### src/rtl/vga_sync_decoder.sv
// vga_sync_decoder: recovers column/row position and lock status from HSync/VSync; o_Frame_Count exists only with VGA_SYNC_DECODER_FRAME_COUNT_EN
module vga_sync_decoder #(
  parameter int TOTAL_COLS  = 800,
  parameter int TOTAL_ROWS  = 525,
  parameter int ACTIVE_COLS = 640,
  parameter int ACTIVE_ROWS = 480,
  parameter int LOCK_FRAMES = 2
) (
  input  logic        i_Clk,
  input  logic        i_Reset,
  input  logic        i_HSync,
  input  logic        i_VSync,
  output logic [9:0]  o_Col_Count,
  output logic [9:0]  o_Row_Count,
  output logic        o_Active,
  output logic        o_Frame_Start,
  output logic        o_Locked,
`ifdef VGA_SYNC_DECODER_FRAME_COUNT_EN
  output logic        o_Error,
  output logic [15:0] o_Frame_Count
`else
  output logic        o_Error
`endif
);
  localparam int CW = $clog2(LOCK_FRAMES + 2);
  typedef enum logic [1:0] {SEARCH, ACQUIRE, LOCKED} state_t;
  state_t state_q, state_d;
  logic hs_q, vs_q;
  logic [9:0] col_q, row_q, col_d, row_d, pc, pr;
  logic [CW-1:0] cnt_q, cnt_d;
  logic hs_rise, hs_fall, vs_rise, vs_fall, col_wrap, at_origin, mismatch, err_d;
  assign o_Col_Count = col_q;
  assign o_Row_Count = row_q;
  assign o_Locked    = state_q == LOCKED;
  // Edge detection, free-running position and timing-mismatch detection for the new sample
  always_comb begin
    hs_rise   = i_HSync & ~hs_q;
    hs_fall   = ~i_HSync & hs_q;
    vs_rise   = i_VSync & ~vs_q;
    vs_fall   = ~i_VSync & vs_q;
    col_wrap  = col_q == 10'(TOTAL_COLS - 1);
    pc        = col_wrap ? 10'd0 : col_q + 10'd1;
    pr        = col_wrap ? ((row_q == 10'(TOTAL_ROWS - 1)) ? 10'd0 : row_q + 10'd1) : row_q;
    at_origin = pc == 10'd0 && pr == 10'd0;
    mismatch  = (hs_rise != (pc == 10'd0)) | (hs_fall != (pc == 10'(ACTIVE_COLS))) |
                (vs_fall != (pr == 10'(ACTIVE_ROWS) && pc == 10'd0)) | (vs_rise != at_origin);
    err_d     = state_q != SEARCH && mismatch;
    col_d     = vs_rise ? 10'd0 : pc;
    row_d     = vs_rise ? 10'd0 : pr;
  end
  // Lock FSM: any mismatch drops to SEARCH, clean frame starts accumulate towards lock
  always_comb begin
    state_d = state_q;
    cnt_d   = cnt_q;
    if (err_d) state_d = SEARCH;
    else if (vs_rise && state_q == SEARCH) begin
      state_d = ACQUIRE;
      cnt_d   = '0;
    end else if (vs_rise && state_q == ACQUIRE) begin
      cnt_d   = cnt_q + 1'b1;
      state_d = (int'(cnt_q) + 1 >= LOCK_FRAMES) ? LOCKED : ACQUIRE;
    end
  end
  // State, sample history, position and registered pulse outputs
  always_ff @(posedge i_Clk) begin
    if (i_Reset) begin
      state_q       <= SEARCH;
      cnt_q         <= '0;
      hs_q          <= 1'b0;
      vs_q          <= 1'b0;
      col_q         <= '0;
      row_q         <= '0;
      o_Active      <= 1'b0;
      o_Frame_Start <= 1'b0;
      o_Error       <= 1'b0;
    end else begin
      state_q       <= state_d;
      cnt_q         <= cnt_d;
      hs_q          <= i_HSync;
      vs_q          <= i_VSync;
      col_q         <= col_d;
      row_q         <= row_d;
      o_Active      <= i_HSync & i_VSync;
      o_Frame_Start <= vs_rise;
      o_Error       <= err_d;
    end
  end
`ifdef VGA_SYNC_DECODER_FRAME_COUNT_EN
  // Locked-frame counter: zero on the frame lock is gained, cleared whenever lock is absent
  always_ff @(posedge i_Clk) begin
    if (i_Reset) o_Frame_Count <= '0;
    else o_Frame_Count <= (state_d != LOCKED) ? 16'd0 : (vs_rise && state_q == LOCKED) ? o_Frame_Count + 16'd1 : o_Frame_Count;
  end
`endif
endmodule

### config.mk
export PLATFORM = sky130hd
export DESIGN_NAME = vga_sync_decoder
export DESIGN_NICKNAME = d
export VERILOG_FILES = /design/src/rtl/vga_sync_decoder.sv
export SDC_FILE = /design/constraint.sdc
export NUM_CORES = 1
export LEC_CHECK = 0
export CAP_MARGIN = 40
export CORE_MARGIN = 4
export CORE_UTILIZATION = 35
export DETAILED_ROUTE_END_ITERATION = 6
export GPL_TIMING_DRIVEN = 0
export MAX_ROUTING_LAYER = met4
export PLACE_DENSITY = 0.69
export SETUP_SLACK_MARGIN = 0.3
export SLEW_MARGIN = 10
export SYNTH_ARGS = -nofsm -noshare
export SYNTH_HDL_FRONTEND = slang
export SYNTH_SLANG_ARGS = --single-unit
### constraint.sdc
create_clock -name i_Clk -period 2.69 [get_ports i_Clk]
set_input_delay 0.538 -clock i_Clk [delete_from_list [all_inputs] [get_ports i_Clk]]
set_output_delay 0.538 -clock i_Clk [all_outputs]
set_load 0.005 [all_outputs]
==> impl_metrics.ini, run 1 <==
[setup_path]
cp.arrival_ns = 3.03
worstSetupPathType = reg -> reg
crit_fanout = 8
required_ns = 2.89
worst_setup_path_start_kind = flop
critPathCaptureType = flop

[clock_tree]
clk_latency_ns = 0.29
cts_max_level = 2
holdBufCountCts = 0
clkTransAtPathRegs_ns = 0.07
cts.root.buffer_cell = clkbuf_8
cts_tree = yes
clk_path_buf_depth = 2
cts.sinks = 29
cts_made_buffers = 5

[timing]
post-route-min-period_ns = 2.828
tightest_slew_ns = 0.5147
maxSlewViolCount = 0
fin_skew_ns = 0.004396
finalCritPeriodShare = 1.051
worst_slack_ns = -0.1382
holdWs_ns = 0.4745
totalNegativeSetupSlack_ns = -0.1382
grt_setup_unrepaired = true
setup_viol = 1
max_slew_margin = 0.6568
hold_viol = 0
fmax_mhz = 353.6

[die]
die-width_um = 76.02
start_util = 0.3668
core-area_mm2 = 0.004414
rows = 24
die_y_um = 76.02
io_pins = 28
die_area_mm2 = 0.005778

[routing]
route.top_layer_used = met4
dr_total_vias = 1655
met2_length_um = 2208
wl_um = 4523
met1Wirelength_um = 1987
drt_first_pass_iters = 4
route.met3.wl_um = 258
ant_nets = 0
wl_per_cell_um = 14.69
initialDrtViolationCount = 192
drt-vias-per-instance = 5.373
drc_errors = 0

[synth]
yosys.area.top_type_share = 0.3586
ys_seq_area_frac = 0.3586
synth_edf_count = 0
synth_top_family_by_area = simple AND/OR/NAND/NOR gates
yosysWarningCount = 0
synth_compound_area_frac = 0.1484
synth_common_cells = dfxtp_1, nor2_1, a21oi_1, nand2_1
avgSynthCellArea_um2 = 8.136
async_flop_share = 0
yosysMostFrequentCell = dfxtp_1
synth_seq_cells = 29
synthDistinctLibCells = 48
synthFlopType = dfxtp_1
synth_xor_area_frac = 0.07573
syn_inst = 199
synthTopCellsByArea = dfxtp_1, nor2_1, xnor2_1
synthAdderAreaFrac = 0.03091
synth-simple-area-share = 0.3315
netlist_area_mm2 = 0.001619
synth_top_cell_by_area = dfxtp_1
synth.area.mux_share = 0.01314
synthesis.nets = 207

[layout]
fin_area_mm2 = 0.002427
fill_cells = 396
diodes = 0
post-route-util = 0.5499
area_growth_pct = 49.92
seqCellArea_um2 = 600.6
multi_input_area_mm2 = 0.001142
finalNetCount = 263
drive_above_1_share = 0.2852

[power_and_ir_drop]
worst_ir_drop_vdd_v = 0.0003310
clkPwrFrac = 0.417
p_total_w = 0.0008631
p_sw_frac = 0.2535
cellInternalPower_w = 0.0006443
comb_power_share = 0.070
power_density_mw_per_mm2 = 355.6
leakage_nw = 0.9144
power_frac_seq = 0.513
switching_power_w = 0.0002188

[place]
hpwl_um = 2801
port_buffers = 26
gp_congestion = 0.8110
placed_area_mm2 = 0.002024

[min_path]
hp-class = reg -> reg

[job]
drv_cap = 0

[global_route]
antenna_found_initial = 0
grt_start_max_net_pins = 11
grt_first_pass_wirelength_um = 7458
globalRoute.totalOverflow = 0
first_global_vias = 1572
grt_usage = 0.1613

[run_status]
status = complete, but fails checks
violations = negative setup slack
[area by class of cell]
cell class	count	area share
Clock buffer	5	0.02835
Sequential cell	29	0.2474
Clock inverter	3	0.007216
Multi-Input combinational cell	153	0.4706
Buffer	8	0.02268
Tap cell	52	0.02680
Timing Repair Buffer	49	0.1830
Inverter	9	0.01392
[worst max-delay path, stage by stage, from the launching register on]
cell and delay, ns:
dfxtp_1 0.49, ha_2 0.33, nand3b_1 0.16, nor4_4 0.21, mux2_4 0.21, a21boi_2 0.15
and4_4 0.26, a21oi_2 0.06, or4b_4 0.49, or3_1 0.32, o31ai_1 0.07
[through the flow]
step	worst slack [ns]	instances
after floorplan	-0.08099	199
after global placement	-0.3267	277
after detailed placement	-0.3764	277
after CTS	-0.1105	305
after global routing	-0.2879	308
final	-0.1382	308
[state kept, by name (all words and copies together), names as in the netlist]
signal         count
o_Error            1
o_Col_Count       10
o_Row_Count       10
state_q            2
cnt_q              2
o_Active           1
o_Frame_Start      1
hs_q               1
vs_q               1
[per-layer routing]
layer,global-route usage,vias up
li1,-,828
met1,0.1924,764
met2,0.2568,56
met5,-,-
met4,0.06406,0
met3,0.04374,7
[path summary, 6_finish.rpt]
kind | slack [ns] | end | startpoint | depth (start not counted)
max reg2reg | -0.14 | cnt_q[0] | o_Row_Count[0] | 10
max | -0.14 | cnt_q[0] | o_Row_Count[0] | 10
min reg2reg | 0.47 | o_Col_Count[0] | o_Col_Count[0] | 1
min | 0.47 | o_Col_Count[0] | o_Col_Count[0] | 1
[kinds of logic (layout without fill, tap and decap cells)]
family          Yosys count  in the layout
compound gates           36             36
flops                    29             29
buf+inv                  17             74
simple gates             97             97
xor+xnor                 14             14
fa+ha+maj                 4              4
mux                       2              2
[power groups by stage]
stage | combinational [W] | sequential (W) | clock, W
5_1_grt | 0.0000671 | 0.000444 | 0.000390
2_1_floorplan | 0.0000318 | 0.000453 | 0
4_1_cts | 0.0000596 | 0.000443 | 0.000376
6_report | 0.0000601 | 0.000443 | 0.000360
3_5_place_dp | 0.0000518 | 0.000454 | 0
3_3_place_gp | 0.0000516 | 0.000453 | 0
[layout by cell type, fill, tap and decap left out, types with 3 or more instances in the layout]
cell,instances
nor2_1,25
nand3_1,5
xnor2_1,8
xor2_1,3
inv_1,9
clkbuf_8,5
clkdlybuf4s50_1,26
and4_4,3
a31oi_1,3
nor4_4,3
a21oi_1,8
clkbuf_1,3
buf_4,20
nand2b_1,5
nand2_1,9
nor3_1,8
o21ai_0,5
o31ai_1,4
buf_6,6
dfxtp_1,19
dfxtp_4,3
or3_1,3
nand4_1,8
dfxtp_2,7
nor2b_1,8
[what timing repair did]
item / CTS / global route
gates resized for setup: 23 / 11
pin swaps: 6 / 8
buffers inserted: 20 / 3
endpoints found under the setup margin: 5 / 5
Power figures use the tool's default switching activity.
==> inputs of run 2 (changes only) <==
- CORE_UTILIZATION: 35 -> 47
- GPL_TIMING_DRIVEN: 0 -> 1
- PLACE_DENSITY: 0.69 -> 0.85
==> run 2 against run 1 <==
The run still ends with negative setup slack left. Global-route usage rose by 5.1 points. Fmax rose by 1.6%. Non-clock buffer count rose by 20. Total power fell by 0.81%. Register-to-register slack improved by 0.04 ns. Routed wire length rose by 14%. Clock power fell by 1%. Cell count rose by 4.5%. Critical path type unchanged.
==> impl_metrics.ini, run 2 (synthesis gave the netlist of run 1 again) <==
[run_status]
status = complete, but fails checks
violations = negative setup slack

[routing]
ant_nets = 0
drt_first_pass_iters = 5
dr_total_vias = 1855
wl_um = 5146
wl_per_cell_um = 15.98
drc_errors = 0
drt-vias-per-instance = 5.761
initialDrtViolationCount = 209

[place]
placed_area_mm2 = 0.002277
hpwl_um = 3193
port_buffers = 27
gp_congestion = 0.9080

[setup_path]
cp.arrival_ns = 3.03
required_ns = 2.94
crit_fanout = 7
critPathCaptureType = flop
worstSetupPathType = reg -> reg
worst_setup_path_start_kind = flop

[clock_tree]
cts.root.buffer_cell = clkbuf_4
clk_latency_ns = 0.34
cts.sinks = 29
holdBufCountCts = 0
clk_path_buf_depth = 2
cts_made_buffers = 5
clkTransAtPathRegs_ns = 0.10
cts_max_level = 2
cts_tree = yes

[global_route]
first_global_vias = 1539
grt_usage = 0.2123
globalRoute.totalOverflow = 0
antenna_found_initial = 0
grtUsageMet1 = 0.2495
grt_first_pass_wirelength_um = 6996
met3_usage = 0.05396
grt_start_max_net_pins = 21
grt_most_used_layer = met2
met2_usage = 0.3416

[die]
core-area_mm2 = 0.003337
io_pins = 28
die_area_mm2 = 0.004448
die_y_um = 66.69
die-width_um = 66.69
start_util = 0.4852
rows = 21

[timing]
fmax_mhz = 359.3
max_slew_margin = 0.7105
fin_skew_ns = 0.008536
post-route-min-period_ns = 2.783
setup_viol = 1
worst_slack_ns = -0.09322
grt_setup_unrepaired = true
maxSlewViolCount = 0
hold_viol = 0
finalCritPeriodShare = 1.035
tightest_slew_ns = 0.4306
holdWs_ns = 0.4858

[layout]
fill_cells = 221
drive_above_1_share = 0.3442
finalNetCount = 283
post-route-util = 0.7694
final_common_cell = buf_4
layout_common_cells = buf_4, clkdlybuf4s50_1, nor2_1, dfxtp_1
fin_area_mm2 = 0.002567
diodes = 0
area_growth_pct = 58.58

[min_path]
hp-class = reg -> reg

[power_and_ir_drop]
worst_ir_drop_vdd_v = 0.0003052
leakage_nw = 1.025
power_density_mw_per_mm2 = 333.4
p_total_w = 0.0008561

[job]
drv_cap = 0
run 2: area by class of cell:
type,instances,area (µm²),area share
inverter,9,33.78,0.01316
clock buffer,6,41.29,0.01608
tap,46,57.56,0.02242
multi-input combinational,153,1142,0.4449
sequential,29,601.8,0.2344
clock inverter,2,33.78,0.01316
timing repair buffer,77,656.9,0.2558
run 2: where the power goes:
part	internal [W]	total, W	switching, W
logic	0.0000302	0.0000580	0.0000278
registers	0.000435	0.000442	0.00000750
clock network	0.000193	0.000356	0.000163
run 2: worst max-delay path, stage by stage (launching register included):
cell	delay, ns
dfxtp_2	0.39
buf_4	0.15
and4_4	0.24
and4_4	0.28
nand4_1	0.19
xor2_2	0.25
and4_4	0.26
a21oi_2	0.07
or4b_4	0.48
or3_1	0.31
o31ai_1	0.07
run 2: per-stage QoR:
step                instances   TNS, ns  setup slack (ns)
global placement          304  -0.04808          -0.04808
finish                    322  -0.09322          -0.09322
floorplan                 199  -0.08099          -0.08099
global route              322   -0.4829           -0.1885
CTS                       314  -0.04885          -0.03032
detailed placement        304  -0.09458          -0.08722
run 2: what timing repair did:
item                                    in CTS  in global routing
setup buffers                                2                  8
gates resized for setup                      7                 27
pin swaps                                    4                 15
endpoints found under the setup margin       5                  5
run 2: per-layer routing:
metal | share of wire | wire, µm
met2 | 0.50 | 2566
met1 | 0.40 | 2081
met4 | 0.032 | 164
met3 | 0.065 | 333
met5 | 0 | 0
run 2: path summary, 6_finish.rpt:
check / startpoint / to / slack, ns / cells after the start
setup reg to reg: o_Col_Count[3] / cnt_q[0] / -0.09 / 10
setup / recovery: o_Col_Count[3] / cnt_q[0] / -0.09 / 10
hold reg to reg: o_Col_Count[0] / o_Col_Count[0] / 0.49 / 1
hold / removal: o_Col_Count[0] / o_Col_Count[0] / 0.49 / 1
==> inputs of run 3 (changes only) <==
- CORE_ASPECT_RATIO: default -> 1.75
==> run 3 against run 2 <==
The run still ends with negative setup slack left. Critical path depth rose by 2. Via count grew 0.32%. Final area is 0.29% lower. Count of clock-buffer cells in the layout increased by 1. Total power is 7.4% higher. Fmax down 3.6%. Hold slack got worse by 0.015 ns. Routed wire length up 4.9%. Sequential power about the same. Core utilization down 0.82 points. Combinational power is 21% higher.
==> impl_metrics.ini, run 3 (synthesis gave the netlist of run 1 again) <==
[layout]
layout_common_cells = buf_4, clkdlybuf4s50_1, nor2_1, dfxtp_1
fill_cells = 217
finalNetCount = 283
fin_area_mm2 = 0.002560
drive_above_1_share = 0.3333
area_growth_pct = 58.11
final_common_cell = buf_4
diodes = 0

[clock_tree]
cts_max_level = 2
clk_latency_ns = 0.29
holdBufCountCts = 0
cts.root.buffer_cell = clkbuf_8
cts_made_buffers = 5
cts.sinks = 29
cts_tree = yes
clk_path_buf_depth = 2
clkTransAtPathRegs_ns = 0.07

[routing]
dr_total_vias = 1861
wl_per_cell_um = 16.82
ant_nets = 0
drc_errors = 0
initialDrtViolationCount = 112
drt-vias-per-instance = 5.798
wl_um = 5400
drt_first_pass_iters = 4

[setup_path]
worst_setup_path_start_kind = flop
required_ns = 2.89
worstSetupPathType = reg -> reg
reg2reg_depth = 12
critPathCaptureType = flop
cp.arrival_ns = 3.09
crit_fanout = 5

[min_path]
hold_depth = 1
hp-class = reg -> reg

[run_status]
status = complete, but fails checks
violations = negative setup slack

[die]
core-area_mm2 = 0.003363
die_area_mm2 = 0.004485
start_util = 0.4814
rows = 28
die_y_um = 85.64
die-width_um = 52.37
io_pins = 28

[global_route]
first_global_vias = 1866
met3_usage = 0.04522
antenna_found_initial = 0
globalRoute.totalOverflow = 0
met2_usage = 0.4480
grt_first_pass_wirelength_um = 8459
grt_start_max_net_pins = 21
grt_most_used_layer = met2
grtUsageMet1 = 0.2650
grt_usage = 0.2559

[power_and_ir_drop]
worst_ir_drop_vdd_v = 0.0004708
power_density_mw_per_mm2 = 359.2
leakage_nw = 1.007

[timing]
fmax_mhz = 346.3
setup_viol = 3
fin_skew_ns = 0.01077
tightest_slew_ns = 0.3976
grt_setup_unrepaired = true
post-route-min-period_ns = 2.888
holdWs_ns = 0.4704
hold_viol = 0
max_slew_margin = 0.7341
maxSlewViolCount = 0
finalCritPeriodShare = 1.074
worst_slack_ns = -0.1979

[place]
gp_congestion = 0.9346
pre_cts_ws_ns = -0.07947
placed_area_mm2 = 0.002283
port_buffers = 27
hpwl_um = 3349

[job]
drv_cap = 0
run 3: changes by cell type in the layout (fill, tap and decap cells not counted), moves of 2 or more:
cell      change
nor2_4        -2
clkbuf_8      +7
dfxtp_1       +2
clkbuf_4      -5
dfxtp_2       -3
nor2_2        +3
run 3: worst max-delay path, stage by stage, from the launching register on:
cell and delay (ns):
dfxtp_1 0.35, inv_1 0.09, ha_1 0.14, nand4_1 0.18, nor4_4 0.34, nor2_2 0.10
buf_4 0.16, a21oi_1 0.18, and4_1 0.26, a21oi_1 0.09, or4b_4 0.50, or3_4 0.35
o31ai_2 0.07
run 3: worst paths after layout:
| path | from | slack [ns] | end |
|---|---|---|---|
| worst max-delay path | o_Row_Count[0] | -0.20 | cnt_q[0] |
| worst min-delay path | o_Col_Count[0] | 0.47 | o_Col_Count[0] |
| worst max register to register | o_Row_Count[0] | -0.20 | cnt_q[0] |
| worst min register to register | o_Col_Count[0] | 0.47 | o_Col_Count[0] |
run 3: where the power goes:
part | internal, W | switching (W) | total [W]
registers | 0.000434 | 0.00000771 | 0.000442
clock network | 0.000231 | 0.000176 | 0.000407
logic | 0.0000354 | 0.0000349 | 0.0000703
total | 0.000700 | 0.000219 | 0.000919
run 3: timing repair:
action,CTS,global route
endpoints found under the setup margin,5,5
pin swaps,15,7
resized for setup,15,11
buffers inserted,7,2
run 3: layer usage:
layer / vias to the layer above / share of wire
li1: 870 / -
met3: 23 / 0.055
met5: - / 0
met2: 85 / 0.54
met1: 883 / 0.36
met4: 0 / 0.044
run 3: layout make-up:
type / count / area (µm²) / area share
clock inverter: 1 / 5.005 / 0.001955
sequential: 29 / 601.8 / 0.2351
tap: 45 / 56.30 / 0.02199
inverter: 9 / 33.78 / 0.01320
clock buffer: 7 / 96.34 / 0.03763
multi-input combinational: 153 / 1106 / 0.4321
timing repair buffer: 77 / 660.6 / 0.2581
run 3: through the flow:
step | power [W] | std cells | util | setup TNS [ns]
after CTS | 0.0009133 | 319 | 0.7459 | -0.06570
after floorplan | 0.0004845 | 199 | - | -0.08099
after global placement | 0.0005093 | 304 | 0.6789 | -0.05532
final | 0.0009194 | 321 | 0.7612 | -0.3480
after detailed placement | 0.0005108 | 304 | 0.6789 | -0.1078
after global routing | 0.0009495 | 321 | 0.7612 | -0.7533
